$ cat src/rtl/maindec_pipe_if.sv
// Decode/pipeline bus between the IF/ID register, maindec_pipe and the datapath stage registers.
// The illegal-instruction signals exist only when MAINDEC_ILLEGAL_EXC_EN is defined.
interface maindec_pipe_if #(
   parameter int STAGES = 3
);
   logic                  id_valid;
   logic [31:0]           id_instr;
   logic                  hz_stall;
   logic [13:0]           id_ctrl;
   logic                  id_ready;
   logic [14*STAGES-1:0]  ctrl_pipe;
   logic [STAGES-1:0]     valid_pipe;
   logic                  md_busy;
   logic                  md_start;
   logic                  md_done;

`ifdef MAINDEC_ILLEGAL_EXC_EN
   logic                  id_illegal;
   logic [5:0]            exc_op;
   logic                  exc_flag;

   modport master (
      output id_valid, id_instr, hz_stall,
      input  id_ctrl, id_ready, ctrl_pipe, valid_pipe, md_busy, md_start, md_done,
             id_illegal, exc_op, exc_flag
   );

   modport slave (
      input  id_valid, id_instr, hz_stall,
      output id_ctrl, id_ready, ctrl_pipe, valid_pipe, md_busy, md_start, md_done,
             id_illegal, exc_op, exc_flag
   );
`else
   modport master (
      output id_valid, id_instr, hz_stall,
      input  id_ctrl, id_ready, ctrl_pipe, valid_pipe, md_busy, md_start, md_done
   );

   modport slave (
      input  id_valid, id_instr, hz_stall,
      output id_ctrl, id_ready, ctrl_pipe, valid_pipe, md_busy, md_start, md_done
   );
`endif
endinterface

$ cat src/rtl/maindec_pipe.sv
// Pipelined main decoder: op/funct -> 14-bit control word, STAGES-deep valid-tagged control pipe,
// and a mult/div busy timer that interlocks HI/LO users in ID. Optional macro: MAINDEC_ILLEGAL_EXC_EN.
module maindec_pipe #(
   parameter int STAGES     = 3,
   parameter int MUL_CYCLES = 4,
   parameter int DIV_CYCLES = 32
) (
   input  logic          clk,
   input  logic          rst,
   maindec_pipe_if.slave bus
);
   localparam logic [3:0] USELESS_OP = 4'd0;
   localparam logic [3:0] R_TYPE_OP  = 4'd1;
   localparam logic [3:0] MEM_OP     = 4'd2;
   localparam logic [3:0] ADDI_OP    = 4'd3;
   localparam logic [3:0] ADDIU_OP   = 4'd4;
   localparam logic [3:0] ANDI_OP    = 4'd5;
   localparam logic [3:0] ORI_OP     = 4'd6;
   localparam logic [3:0] XORI_OP    = 4'd7;
   localparam logic [3:0] LUI_OP     = 4'd8;
   localparam logic [3:0] SLTI_OP    = 4'd9;
   localparam logic [3:0] SLTIU_OP   = 4'd10;

   localparam logic [5:0] OP_RTYPE = 6'b000000;
   localparam logic [5:0] OP_J     = 6'b000010;
   localparam logic [5:0] OP_BEQ   = 6'b000100;
   localparam logic [5:0] OP_ADDI  = 6'b001000;
   localparam logic [5:0] OP_ADDIU = 6'b001001;
   localparam logic [5:0] OP_SLTI  = 6'b001010;
   localparam logic [5:0] OP_SLTIU = 6'b001011;
   localparam logic [5:0] OP_ANDI  = 6'b001100;
   localparam logic [5:0] OP_ORI   = 6'b001101;
   localparam logic [5:0] OP_XORI  = 6'b001110;
   localparam logic [5:0] OP_LUI   = 6'b001111;
   localparam logic [5:0] OP_LW    = 6'b100011;
   localparam logic [5:0] OP_SW    = 6'b101011;

   localparam logic [5:0] F_MFHI  = 6'b010000;
   localparam logic [5:0] F_MTHI  = 6'b010001;
   localparam logic [5:0] F_MFLO  = 6'b010010;
   localparam logic [5:0] F_MTLO  = 6'b010011;
   localparam logic [5:0] F_MULT  = 6'b011000;
   localparam logic [5:0] F_MULTU = 6'b011001;
   localparam logic [5:0] F_DIV   = 6'b011010;
   localparam logic [5:0] F_DIVU  = 6'b011011;

   localparam logic [9:0] IMM_CTRL = 10'b1010000000;

   // The md_start cycle is the first busy cycle, so BUSY covers CYCLES-1 cycles ending at cnt==0.
   localparam int MAX_CYCLES = (MUL_CYCLES > DIV_CYCLES) ? MUL_CYCLES : DIV_CYCLES;
   localparam int CW         = (MAX_CYCLES > 2) ? $clog2(MAX_CYCLES) : 1;
   localparam logic [CW-1:0] MUL_LOAD = CW'((MUL_CYCLES > 1) ? MUL_CYCLES - 2 : 0);
   localparam logic [CW-1:0] DIV_LOAD = CW'((DIV_CYCLES > 1) ? DIV_CYCLES - 2 : 0);
   localparam bit MUL_SINGLE = (MUL_CYCLES <= 1);
   localparam bit DIV_SINGLE = (DIV_CYCLES <= 1);

   typedef enum logic {IDLE, BUSY} state_t;

   logic [5:0]  op;
   logic [5:0]  funct;
   logic        rtype;
   logic [9:0]  upper;
   logic [3:0]  aluop;
   logic [13:0] ctrl_id;
   logic        hilo_user;
   logic        id_ready;
   logic        illegal;
   logic        slot0_take;

   logic [13:0]         ctrl_q [STAGES];
   logic [STAGES-1:0]   valid_q;
   logic [5:0]          funct0_q;
   logic [14*STAGES-1:0] ctrl_flat;

   state_t        state, state_next;
   logic [CW-1:0] cnt, cnt_next;
   logic          md_start;
   logic          md_busy;
   logic          done_c;
   logic          slot0_is_mul;
   logic          slot0_is_div;

   logic unused_instr_bits;

   assign op    = bus.id_instr[31:26];
   assign funct = bus.id_instr[5:0];
   assign rtype = (op == OP_RTYPE);
   assign unused_instr_bits = ^bus.id_instr[25:6];

   always_comb begin
      upper = 10'b0;
      aluop = USELESS_OP;
      case (op)
         OP_RTYPE: begin
            aluop = R_TYPE_OP;
            case (funct)
               F_MTHI:                         upper = 10'b0000000010;
               F_MTLO:                         upper = 10'b0000000001;
               F_MULT, F_MULTU, F_DIV, F_DIVU: upper = 10'b0000000011;
               default:                        upper = 10'b1100000000;
            endcase
         end
         OP_ADDI:  begin upper = IMM_CTRL;      aluop = ADDI_OP;  end
         OP_ADDIU: begin upper = IMM_CTRL;      aluop = ADDIU_OP; end
         OP_SLTI:  begin upper = IMM_CTRL;      aluop = SLTI_OP;  end
         OP_SLTIU: begin upper = IMM_CTRL;      aluop = SLTIU_OP; end
         OP_ANDI:  begin upper = IMM_CTRL;      aluop = ANDI_OP;  end
         OP_ORI:   begin upper = IMM_CTRL;      aluop = ORI_OP;   end
         OP_XORI:  begin upper = IMM_CTRL;      aluop = XORI_OP;  end
         OP_LUI:   begin upper = IMM_CTRL;      aluop = LUI_OP;   end
         OP_LW:    begin upper = 10'b1001001000; aluop = MEM_OP;  end
         OP_SW:    begin upper = 10'b0001010000; aluop = MEM_OP;  end
         OP_BEQ:   begin upper = 10'b0000100000; aluop = USELESS_OP; end
         OP_J:     begin upper = 10'b0000000100; aluop = USELESS_OP; end
         default:  ;
      endcase
   end

   assign ctrl_id   = {upper, aluop};
   assign hilo_user = (ctrl_id[5:4] != 2'b00) | (rtype & ((funct == F_MFHI) | (funct == F_MFLO)));
   assign id_ready  = ~bus.hz_stall & ~(bus.id_valid & hilo_user & (md_busy | md_start));

`ifdef MAINDEC_ILLEGAL_EXC_EN
   logic       op_known;
   logic       funct_known;
   logic [5:0] exc_op_q;
   logic       exc_flag_q;

   always_comb begin
      op_known = 1'b0;
      case (op)
         OP_RTYPE, OP_J, OP_BEQ, OP_ADDI, OP_ADDIU, OP_SLTI, OP_SLTIU,
         OP_ANDI, OP_ORI, OP_XORI, OP_LUI, OP_LW, OP_SW: op_known = 1'b1;
         default: ;
      endcase
      funct_known = 1'b0;
      case (funct)
         6'b000000, 6'b000010, 6'b000011, 6'b000100, 6'b000110, 6'b000111,
         F_MFHI, F_MTHI, F_MFLO, F_MTLO, F_MULT, F_MULTU, F_DIV, F_DIVU,
         6'b100000, 6'b100001, 6'b100010, 6'b100011, 6'b100100, 6'b100101,
         6'b100110, 6'b100111, 6'b101010, 6'b101011: funct_known = 1'b1;
         default: ;
      endcase
   end

   assign illegal = bus.id_valid & (~op_known | (rtype & ~funct_known));

   // First illegal instruction that actually leaves ID is latched until reset.
   always_ff @(posedge clk) begin
      if (rst) begin
         exc_op_q   <= 6'b0;
         exc_flag_q <= 1'b0;
      end else if (illegal & id_ready & ~exc_flag_q) begin
         exc_op_q   <= op;
         exc_flag_q <= 1'b1;
      end
   end

   assign bus.id_illegal = illegal;
   assign bus.exc_op     = exc_op_q;
   assign bus.exc_flag   = exc_flag_q;
`else
   assign illegal = 1'b0;
`endif

   assign slot0_take = id_ready & ~illegal;

   // Stalls and illegal instructions enter slot 0 as a full bubble; later slots always shift.
   always_ff @(posedge clk) begin
      if (rst) begin
         for (int k = 0; k < STAGES; k++) begin
            ctrl_q[k] <= 14'b0;
         end
         valid_q  <= '0;
         funct0_q <= 6'b0;
      end else begin
         ctrl_q[0]  <= slot0_take ? ctrl_id : 14'b0;
         valid_q[0] <= bus.id_valid & slot0_take;
         funct0_q   <= (slot0_take & rtype) ? funct : 6'b0;
         for (int k = 1; k < STAGES; k++) begin
            ctrl_q[k]  <= ctrl_q[k-1];
            valid_q[k] <= valid_q[k-1];
         end
      end
   end

   always_comb begin
      ctrl_flat = '0;
      for (int k = 0; k < STAGES; k++) begin
         ctrl_flat[14*k +: 14] = ctrl_q[k];
      end
   end

   assign slot0_is_mul = (funct0_q == F_MULT) | (funct0_q == F_MULTU);
   assign slot0_is_div = (funct0_q == F_DIV)  | (funct0_q == F_DIVU);
   assign md_start     = valid_q[0] & (slot0_is_mul | slot0_is_div);
   assign md_busy      = (state == BUSY);

   always_ff @(posedge clk) begin
      if (rst) begin
         state <= IDLE;
         cnt   <= '0;
      end else begin
         state <= state_next;
         cnt   <= cnt_next;
      end
   end

   always_comb begin
      state_next = state;
      cnt_next   = cnt;
      done_c     = 1'b0;
      case (state)
         IDLE: begin
            if (md_start) begin
               if ((slot0_is_mul & MUL_SINGLE) | (slot0_is_div & DIV_SINGLE)) begin
                  done_c = 1'b1;
               end else begin
                  state_next = BUSY;
                  cnt_next   = slot0_is_div ? DIV_LOAD : MUL_LOAD;
               end
            end
         end
         BUSY: begin
            if (cnt == '0) begin
               done_c     = 1'b1;
               state_next = IDLE;
            end else begin
               cnt_next = cnt - CW'(1);
            end
         end
         default: state_next = IDLE;
      endcase
   end

   assign bus.id_ctrl    = ctrl_id;
   assign bus.id_ready   = id_ready;
   assign bus.ctrl_pipe  = ctrl_flat;
   assign bus.valid_pipe = valid_q;
   assign bus.md_busy    = md_busy;
   assign bus.md_start   = md_start;
   assign bus.md_done    = done_c & ~rst;
endmodule

$ cat src/flat_wrapper.sv
// flat-port wrapper written by rule: the top's interface ports become plain ports
module maindec_pipe_flat 
#(
   parameter int STAGES     = 3,
   parameter int MUL_CYCLES = 4,
   parameter int DIV_CYCLES = 32
)
  (clk, rst, bus_id_valid, bus_id_instr, bus_hz_stall, bus_id_ctrl, bus_id_ready, bus_ctrl_pipe, bus_valid_pipe, bus_md_busy, bus_md_start, bus_md_done);
  maindec_pipe_if #(.STAGES(STAGES)) bus_i ();
  input  logic clk;
  input  logic rst;
  input wire logic [$bits(bus_i.id_valid)-1:0] bus_id_valid;
  input wire logic [$bits(bus_i.id_instr)-1:0] bus_id_instr;
  input wire logic [$bits(bus_i.hz_stall)-1:0] bus_hz_stall;
  output wire logic [$bits(bus_i.id_ctrl)-1:0] bus_id_ctrl;
  output wire logic [$bits(bus_i.id_ready)-1:0] bus_id_ready;
  output wire logic [$bits(bus_i.ctrl_pipe)-1:0] bus_ctrl_pipe;
  output wire logic [$bits(bus_i.valid_pipe)-1:0] bus_valid_pipe;
  output wire logic [$bits(bus_i.md_busy)-1:0] bus_md_busy;
  output wire logic [$bits(bus_i.md_start)-1:0] bus_md_start;
  output wire logic [$bits(bus_i.md_done)-1:0] bus_md_done;
  assign bus_i.id_valid = bus_id_valid;
  assign bus_i.id_instr = bus_id_instr;
  assign bus_i.hz_stall = bus_hz_stall;
  assign bus_id_ctrl = bus_i.id_ctrl;
  assign bus_id_ready = bus_i.id_ready;
  assign bus_ctrl_pipe = bus_i.ctrl_pipe;
  assign bus_valid_pipe = bus_i.valid_pipe;
  assign bus_md_busy = bus_i.md_busy;
  assign bus_md_start = bus_i.md_start;
  assign bus_md_done = bus_i.md_done;
  maindec_pipe #(.STAGES(STAGES), .MUL_CYCLES(MUL_CYCLES), .DIV_CYCLES(DIV_CYCLES)) u_core (.clk(clk), .rst(rst), .bus(bus_i));
endmodule
$ cat config.mk
export PLATFORM = sky130hd
export DESIGN_NAME = maindec_pipe_flat
export DESIGN_NICKNAME = d
export VERILOG_FILES = /design/src/rtl/maindec_pipe_if.sv /design/src/rtl/maindec_pipe.sv /design/src/flat_wrapper.sv
export SDC_FILE = /design/constraint.sdc
export NUM_CORES = 1
export LEC_CHECK = 0
export BUFFER_PORTS_ARGS = -buffer_cell sky130_fd_sc_hd__buf_2
export CAP_MARGIN = 20
export CORE_AREA = 5 5 77 79
export DETAILED_ROUTE_END_ITERATION = 16
export DIE_AREA = 0 0 82 84
export PLACE_DENSITY = 0.71
export SYNTH_ARGS = -nofsm -noshare
export SYNTH_HDL_FRONTEND = slang
export SYNTH_SLANG_ARGS = --single-unit
$ cat constraint.sdc
create_clock -name clk -period 2.2 [get_ports clk]
set_input_delay 0.44 -clock clk [delete_from_list [all_inputs] [get_ports clk]]
set_output_delay 0.44 -clock clk [all_outputs]
set_load 0.005 [all_outputs]
==> reports/metrics.csv <==
metric,value,unit
cell count after synthesis,192,
clk_lat worst skew,290,ps
P per Cell Area,667,mW/mm2
Crit Path Max Fanout,3,
ys async rst share,0,%
Antenna Nets Post-Route,0,
num rows,27,
H-tree levels,2,
Setup crit end kind,output pin,
Synth cell types,38,
Crit Path Class,flip-flop to output pin,
Critical Path RT,1760,ps
Total Routing Usage GR,12.8,%
Setup crit start kind,flip-flop,
minimum clock period after layout,2120,ps
Port Buffers,78,
first-pass GRT wire length,6910,um
DRC Markers,0,
First-pass DRT Iterations,4,
WL/cell,12.3,um
layout cells sized above 1,36.4,%
Comb power frac,5.8,%
Sequential Power Share,58.4,%
drt first-iter violations,52,
total gr overflow,0,
RSZ-0062 raised after global routing,false,
Root Buffer,clkbuf_8,
global-route met2 utilization,19.8,%
Syn Area/Cell,10.6,um2
worst slew pin tran,470,ps
final hold vios,0,
CTS tree,built,
Core ar.,0.00527,mm2
Via Count,1550,
crit path DAT,1680,ps
met3 usage,3.24,%
Finished Layout Cells,347,
LEAKAGE,1.31,nW
# IOs,99,
largest net degree at the start of global routing,37,
Worst slew margin,68.6,%
post-synthesis sequential area ratio,55.3,%
global routing's busiest layer,met2,
Main synth FF type,dfxtp_1,
post-synthesis net count,230,
Sw Pwr,0.350,mW
clock sink count,56,
slowest CP cell,or4b_4,
Post-synth EDFFs,0,
dpl cells,339,
Vias/cell,4.47,
Register Area,0.00112,mm2
"Slew Viols, Final",0,
initial antenna violation count,0,
Finished Cell Area,0.00262,mm2
Int Pwr,1.40,mW
M1 GR Usage,16.8,%
Die ar.,0.00689,mm2
Clock Power Share,35.9,%
Die X-Extent,82,um
Placer Congestion,0.756,
Clock Tree Buf Depth,2,
Max-Cap Viols,0,
Die Y-Extent,84,um
combined area of the multi-input logic cells,858,um2
diodes inserted,0,
delay of the slowest critical-path stage,490,ps
crit-path cells,inv_1 > ha_2 > or4b_4 > nor3_2 > buf_2,
r2r setup slk,430,ps
post-DP HPWL,3400,um
fillers,500,
worst vdd ir,0.260,mV
synth warn,0,
"FF+latch count, synth",56,
total CTS buffers,5,
Sw Ratio,20.0,%
Placed Instance Area,0.00251,mm2
Routed WL,4260,um
number of global-route vias before repair,1442,
Pwr Total,1.75,mW
"Area growth, synth to finish",29.4,%
Peak Freq,472,MHz
HP Class,primary input to flip-flop,
fin crit share,96.3,%
status,completed,
clock transition at the registers of the reported paths,80,ps
post-route setup TNS,0,ps
Netlist Area Pre-Place,0.00203,mm2
Initial Util,38.5,%
clock skew,5.01,ps
Setup-failing EPs final,0,
Final nets,312,
-- per-layer routing --
layer | routed length [um] | part of all wire, % | vias up
met1 | 1880 | 44 | 692
met5 | 0 | 0 | -
li1 | - | - | 801
met2 | 1990 | 47 | 50
met3 | 306 | 7.2 | 7
met4 | 82 | 1.9 | 0
-- layout by cell type, fill, tap and decap left out, types with 2 or more instances in the layout --
cell	synthesis	routed
a2111oi_4	2	2
a21oi_1	7	7
and2_1	16	16
and3_1	3	3
buf_2	2	78
buf_4	0	4
clkbuf_8	0	5
dfxtp_1	56	56
inv_1	7	7
mux2i_1	3	3
nand2_1	4	4
nand2b_1	2	2
nand3b_1	2	2
nor2_1	16	16
nor2b_1	31	31
nor3_1	7	6
nor3b_1	3	3
o21ai_1	2	2
o21bai_1	2	2
or3_1	2	2
-- sequential cells by signal (all words and copies together) (netlist names) --
name and flops:
u_core.bus.valid_pipe 3, u_core.bus.md_busy 1, u_core.ctrl_q 42, u_core.funct0_q 5, u_core.cnt 5
-- cell usage after synthesis, types with 2 or more instances --
cell type  instances  share of area [%]
a2111oi_4          2                2.7
a21oi_1            7                1.7
and2_1            16                4.9
and3_1             3               0.93
buf_2              2               0.49
clkbuf_1           5               0.93
dfxtp_1           56                 55
ha_1               2                1.2
inv_1              7                1.3
mux2i_1            3                1.5
nand2_1            4               0.74
nand2b_1           2               0.62
nand3b_1           2               0.74
nor2_1            16                3.0
nor2b_1           31                9.6
nor3_1             7                1.7
nor3b_1            3                1.1
o21ai_1            2               0.49
o21bai_1           2               0.74
or3_1              2               0.62
-- critical path: cells and delay by family (launching register included) --
family	cells	cell delay, ps
flops	1	340
simple gates	2	630
buf+inv	2	240
fa+ha+maj	1	180
-- area by class of cell --
class | instances | area share, %
clock buffer | 6 | 2.77
multi-input combinational | 122 | 32.7
tap | 72 | 3.43
timing repair buffer | 82 | 16.0
clock inverter | 2 | 1.34
sequential | 56 | 42.7
inverter | 7 | 1.00
-- cells by family (layout without fill, tap and decap cells) --
logic type / count (synthesis) / in the layout / share of synthesized area, %
and+or+nand+nor: 94 / 94 / 27.8
DFF: 56 / 56 / 55.3
AOI/OAI and AO/OA: 22 / 22 / 10.2
buffers and inverters: 14 / 97 / 2.72
muxes: 3 / 3 / 1.48
adders and majority gates: 2 / 2 / 1.23
xor gates and xnor gates: 1 / 1 / 1.17
-- path summary, 6_finish.rpt --
check / start / cells past startpoint / to
max: u_core.cnt[0] / 5 / bus_md_done
min: bus_id_instr[4] / 2 / u_core.funct0_q[4]
max reg2reg: u_core.cnt[0] / 6 / u_core.cnt[2]
min reg2reg: u_core.bus.valid_pipe[1] / 1 / u_core.bus.valid_pipe[2]
-- stage by stage --
stage	util [%]	worst slack, ps	hold WS (ps)
floorplan	-	370	462
global placement	47.6	177	442
detailed placement	47.6	174	445
CTS	49.6	14.9	353
global route	49.8	6.55	353
finish	49.8	82.1	361
-- repair_timing --
item	CTS	global route
buffers inserted	0	0
resized for setup	0	2
setup endpoints to repair	0	1
hold buffers	0	0
hold endpoints to repair	0	0
-- power groups by stage --
| stage | sequential (mW) | clock, mW | combinational [mW] |
|---|---|---|---|
| after floorplan | 1.05 | 0 | 0.0529 |
| after global placement | 1.04 | 0 | 0.0996 |
| after detailed placement | 1.04 | 0 | 0.101 |
| after CTS | 1.02 | 0.653 | 0.101 |
| after global routing | 1.02 | 0.697 | 0.112 |
| final | 1.02 | 0.628 | 0.101 |
Power figures use the tool's default switching activity.
